<file path="src/rtl/byte_data_memory.sv">
// Byte-addressable 32-bit data memory: lane-masked stores and extended loads.
// A power-on sweep zeroes a configurable word range while Busy is high.
module byte_data_memory #(
  parameter int ADDR_BITS = 6,
  parameter int CLEAR_LO  = 32,
  parameter int CLEAR_HI  = 63
) (
  input  logic        clk,
  input  logic        reset,
  input  logic [31:0] Address,
  input  logic [31:0] Write_data,
  input  logic        MemRead,
  input  logic        MemWrite,
  input  logic [1:0]  Size,
  input  logic        Unsigned,
  output logic [31:0] Mem_data,
  output logic        Mem_valid,
  output logic        Misaligned,
  output logic        Busy
);

  localparam int DEPTH = 1 << ADDR_BITS;
  localparam logic [ADDR_BITS-1:0] LP_LO = ADDR_BITS'(CLEAR_LO);
  localparam logic [ADDR_BITS-1:0] LP_HI = ADDR_BITS'(CLEAR_HI);
  localparam bit LP_SWEEP = (CLEAR_LO <= CLEAR_HI);

  typedef enum logic {
    S_CLEAR,
    S_IDLE
  } state_t;

  state_t r_state;
  state_t w_state_nxt;
  logic [ADDR_BITS-1:0] r_ptr;
  logic [ADDR_BITS-1:0] w_ptr_nxt;
  logic w_clr_we;

  logic [31:0] r_mem [DEPTH];
  logic [31:0] r_data;
  logic        r_valid;
  logic        r_mis;

  logic [ADDR_BITS-1:0] w_idx;
  logic [1:0]  w_lane;
  logic        w_mis;
  logic [3:0]  w_be;
  logic [31:0] w_wdata;
  logic        w_idle;
  logic        w_ok;
  logic        w_ld;
  logic        w_st;
  logic        w_bad;
  logic [31:0] w_rword;
  logic [7:0]  w_rbyte;
  logic [15:0] w_rhalf;
  logic [31:0] w_ldata;
  logic        w_unused;

  always_comb begin
    w_state_nxt = r_state;
    w_ptr_nxt   = r_ptr;
    w_clr_we    = 1'b0;
    unique case (r_state)
      S_CLEAR: begin
        if (!LP_SWEEP) begin
          w_state_nxt = S_IDLE;
        end else begin
          w_clr_we  = 1'b1;
          w_ptr_nxt = r_ptr + 1'b1;
          if (r_ptr == LP_HI) begin
            w_state_nxt = S_IDLE;
          end
        end
      end
      S_IDLE: begin
        w_state_nxt = S_IDLE;
      end
    endcase
  end

  always_ff @(posedge clk) begin
    if (reset) begin
      r_state <= S_CLEAR;
      r_ptr   <= LP_LO;
    end else begin
      r_state <= w_state_nxt;
      r_ptr   <= w_ptr_nxt;
    end
  end

  assign w_idx    = Address[ADDR_BITS+1:2];
  assign w_lane   = Address[1:0];
  assign w_unused = ^Address[31:ADDR_BITS+2];

  // Sub-word data is replicated so each lane enable picks the right bytes.
  always_comb begin
    w_mis   = 1'b0;
    w_be    = 4'b0000;
    w_wdata = Write_data;
    unique case (Size)
      2'b00: begin
        w_be    = 4'b0001 << w_lane;
        w_wdata = {4{Write_data[7:0]}};
      end
      2'b01: begin
        w_mis   = w_lane[0];
        w_be    = w_lane[1] ? 4'b1100 : 4'b0011;
        w_wdata = {2{Write_data[15:0]}};
      end
      2'b10: begin
        w_mis = |w_lane;
        w_be  = 4'b1111;
      end
      default: begin
        w_mis = 1'b1;
      end
    endcase
  end

  assign w_idle = (r_state == S_IDLE);
  assign w_ok   = w_idle & ~w_mis & ~reset;
  assign w_ld   = MemRead & w_ok;
  assign w_st   = MemWrite & w_ok;
  assign w_bad  = w_idle & (MemRead | MemWrite) & w_mis;

  assign w_rword = r_mem[w_idx];
  assign w_rbyte = w_rword[{w_lane, 3'b000} +: 8];
  assign w_rhalf = w_lane[1] ? w_rword[31:16] : w_rword[15:0];

  always_comb begin
    w_ldata = w_rword;
    unique case (Size)
      2'b00: begin
        w_ldata = Unsigned ? {24'b0, w_rbyte}
                           : {{24{w_rbyte[7]}}, w_rbyte};
      end
      2'b01: begin
        w_ldata = Unsigned ? {16'b0, w_rhalf}
                           : {{16{w_rhalf[15]}}, w_rhalf};
      end
      default: begin
        w_ldata = w_rword;
      end
    endcase
  end

  // Load data is taken before this edge's store lands: read-before-write.
  always_ff @(posedge clk) begin
    if (!reset && w_clr_we) begin
      r_mem[r_ptr] <= '0;
    end else if (w_st) begin
      for (int k = 0; k < 4; k++) begin
        if (w_be[k]) begin
          r_mem[w_idx][8*k +: 8] <= w_wdata[8*k +: 8];
        end
      end
    end
  end

  always_ff @(posedge clk) begin
    if (reset) begin
      r_data  <= '0;
      r_valid <= 1'b0;
      r_mis   <= 1'b0;
    end else begin
      r_data  <= w_ld ? w_ldata : 32'b0;
      r_valid <= w_ld;
      r_mis   <= w_bad;
    end
  end

  assign Mem_data   = r_data;
  assign Mem_valid  = r_valid;
  assign Misaligned = r_mis;
  assign Busy       = (r_state == S_CLEAR);

endmodule
</file>
<file path="config.mk">
export PLATFORM = sky130hd
export DESIGN_NAME = byte_data_memory
export DESIGN_NICKNAME = d
export VERILOG_FILES = /design/src/rtl/byte_data_memory.sv
export SDC_FILE = /design/constraint.sdc
export NUM_CORES = 2
export LEC_CHECK = 0
export BUFFER_PORTS_ARGS = -buffer_cell sky130_fd_sc_hd__buf_2
export CAP_MARGIN = 25
export CELL_PAD_IN_SITES_DETAIL_PLACEMENT = 1
export CELL_PAD_IN_SITES_GLOBAL_PLACEMENT = 1
export CORE_AREA = 2 2 388 390
export DETAILED_ROUTE_END_ITERATION = 12
export DIE_AREA = 0 0 390 392
export PLACE_DENSITY_LB_ADDON = 0.1
export SYNTH_ARGS = -nofsm -noshare
export SYNTH_HDL_FRONTEND = slang
export SYNTH_SLANG_ARGS = --single-unit
</file>
<file path="constraint.sdc">
create_clock -name clk -period 5.92 [get_ports clk]
set_input_delay 1.184 -clock clk [delete_from_list [all_inputs] [get_ports clk]]
set_output_delay 1.184 -clock clk [all_outputs]
set_load 0.02 [all_outputs]
</file>
==> flow_summary.ini <==
[detailed_routing]
vias = 40010
routedWlPerCell_um = 34.52
final_antenna_net_count = 0
wirelength_um = 212500
drt_iter0_markers = 4754
route.detailed.drc = 0
drtPass1Iterations = 6
via_per_inst = 6.500

[worst_setup_path]
path_depth = 8
regToRegStartpoint = r_state$_SDFF_PP0_
path_max_fanout = 16
critPathSlowestCell = nor2_1
rrSetupSlack_ns = 1.56
cp_cell_sequence = buf_2 > or2_2 > nor2_1 > o211a_1 > mux2i_1 > nand2_2 > buf_4 > nor2_1
worstSetupStartpointType = primary input
slowest_delay_ns = 0.71
critical_path_arrival_ns = 4.91
path_delay_family = simple AND/OR/NAND/NOR gates
worst-setup-path-type = in -> reg
path_buf_inv = 2
r2r-end = r_mem[17][24]$_DFFE_PP_
critPathRequiredTime_ns = 6.36
reg2regPathDepth = 7
cp_common_cell = nor2_1
worstSetupEndpoint = r_mem[17][24]$_DFFE_PP_
end_kind = register
cp-startpoint = Address[0]

[timing]
period_share_pct = 75.38
fin_skew_ns = 0.03496
slew_headroom_pct = 17.87
drv_slew = 0
rsz0062_at_grt = no
fmax_ghz = 0.2241
setup_viol = 0
worstMarginPinSlew_ns = 1.232
finalWorstSetupSlack_ns = 1.457
finalSetupTns_ns = 0
finalHoldViolCount = 0
fin_crit_ns = 4.463

[synth]
synth-main-ff-cell = edfxtp_1
yosysTopAreaCellShare_pct = 75.67
ys_top_cells_by_area = edfxtp_1 (76%), mux4_2 (17%), nor2_1 (1.5%)
synthCells = 3710
yosysWarningCount = 0
synth_most_common_cell = edfxtp_1
async_reset_ff_share_pct = 0
yosysSeqAreaShare_pct = 76.68
synthesis.area_um2 = 81270
synthTopCellsByCount = edfxtp_1 (2048), mux4_2 (601), nor2_1 (315)
ys_ff_latch = 2089
synth_cell_types = 55
synth-edff-count = 2048
syn-mean-instance-area_um2 = 21.91
syn_nets = 3782
yosys.area.top_type = edfxtp_1

[grt]
track_usage_pct = 28.34
grt_pass1_vias = 41790
antenna_found_initial = 16
grt.overflow.total = 0
grt_max_degree = 108
grt_pass1_wl_um = 306300

[floorplanning]
die-height_um = 392
die_area_um2 = 152900
core_area_um2 = 148900
num_io_pins = 106
start_util_pct = 54.58
placementRows = 142
die_x_um = 390

[clocking]
post_cts_buffers = 0
cts-root-buf = clkbuf_16
clock_sinks = 2089
postCtsHoldBufs = 0
cts_buffers = 205
h-tree-depth = 4
cts_tree = done
cts_resized = 0
cts_max_path_buffers = 3
clk_pin_slew_worst_paths_ns = 0.07
insertion_delay_ns = 0.84

[layout]
nets = 4111
syn_to_final_growth_pct = 13.68
drive_gt1_share_pct = 30.84
fillerInstances = 12060
utilization_pct = 62.05
fin_cells = 6156

[place]
gp_congestion = 0.8569
dp_worst_setup_slack_ns = 0.6813
dpl.hpwl_um = 138500
io_buffers = 81
dp_cells = 5769

[pwr]
vdd_ir_drop_max_mv = 0.3382
p_leak_nw = 25.63
power_density_nw_per_um2 = 328.5

[outcome]
status = finished, final reports clean

[run]
drv_cap = 0

[min_path]
hp-class = reg -> reg
final cells by class:
| type | instances | area, um^2 | area share (%) |
|---|---|---|---|
| flip-flops and latches | 2089 | 62320 | 67.46 |
| multi-input cells | 1406 | 18150 | 19.64 |
| clock buffers | 256 | 5597 | 6.058 |
| repair buffers | 330 | 2664 | 2.883 |
| well taps | 1944 | 2432 | 2.633 |
| clock inverters | 121 | 1185 | 1.283 |
| inverters | 7 | 31.28 | 0.03386 |
| diodes | 3 | 7.507 | 0.008126 |
cells by family (layout without fill, tap and decap cells):
logic type	count (synthesis)	after routing	synth area share [%]
muxes	685	685	17.72
xor gates and xnor gates	4	4	0.04312
buffers and inverters	215	714	1.289
AOI/OAI and AO/OA	201	201	1.627
adders and majority gates	1	1	0.01539
other	0	3	0
and+or+nand+nor	515	515	2.625
DFF	2089	2089	76.68
routing by layer:
| layer | wire length, um | track usage [%] | vias to the layer above | share of wire [%] |
|---|---|---|---|---|
| met3 | 19410 | 6.370 | 317 | 9.1 |
| met2 | 101900 | 44.55 | 1863 | 48 |
| met5 | 188 | 0.3828 | - | 0.088 |
| met4 | 5123 | 7.210 | 22 | 2.4 |
| li1 | - | - | 16230 | - |
| met1 | 85840 | 40.84 | 21590 | 40 |
cell usage in the layout, fill, tap and decap left out, types with 9 or more instances in the layout:
master     instances
a21oi_1           50
a22o_1             9
a22oi_1           57
a31oi_1           14
and2_1            11
buf_12            21
buf_2             78
buf_4            223
bufinv_16         23
clkbuf_1          37
clkbuf_16        217
clkinv_1          39
clkinv_2          47
dfxtp_1           41
edfxtp_1        2048
mux2_2            14
mux2i_1           67
mux4_2           601
nand2_1          109
nand3_1           14
nor2_1           297
nor2_4            16
nor2b_1           10
o21ai_0            9
o21ai_1           14
report_power, final:
group / total (mW) / leakage [nW] / internal, mW / switching [mW]
Combinational: 1.16 / 6.48 / 0.432 / 0.727
Sequential: 16.1 / 15.8 / 16.0 / 0.0169
Clock: 13.1 / 3.34 / 7.67 / 5.46
Total: 30.4 / 25.6 / 24.1 / 6.21
worst min path at each step:
stage | start | end | slack, ns | cells after the start
floorplan | r_ptr[3]$_SDFFE_PP0N_ | r_state$_SDFF_PP0_ | 0.51 | 2
global placement | r_ptr[3]$_SDFFE_PP0N_ | r_state$_SDFF_PP0_ | 0.54 | 2
detailed placement | r_ptr[3]$_SDFFE_PP0N_ | r_state$_SDFF_PP0_ | 0.60 | 2
CTS | r_ptr[3]$_SDFFE_PP0N_ | r_state$_SDFF_PP0_ | 0.60 | 2
global route | r_ptr[3]$_SDFFE_PP0N_ | r_state$_SDFF_PP0_ | 0.62 | 2
finish | r_ptr[3]$_SDFFE_PP0N_ | r_state$_SDFF_PP0_ | 0.59 | 2
tightest hold or removal path: stages, from the launching register on:
cell,delay [ns]
dfxtp_1,0.37
nand3_1,0.11
a21oi_1,0.07
flip-flops by register name, summed over array words and instances (netlist names):
signal / flops
r_mem: 2048
Mem_data: 32
r_ptr: 6
Mem_valid: 1
Misaligned: 1
r_state: 1
stage by stage:
| stage | hold WS (ns) | total power [mW] | instance area, um^2 |
|---|---|---|---|
| after floorplan | 0.5138 | 17.06 | 81270 |
| after global placement | 0.5426 | 17.49 | 85330 |
| after detailed placement | 0.6040 | 17.52 | 85450 |
| after CTS | 0.5960 | 30.51 | 92230 |
| after global routing | 0.6233 | 31.04 | 92380 |
| final | 0.5908 | 30.35 | 92380 |
No activity file was read; power rests on OpenSTA's default activity.
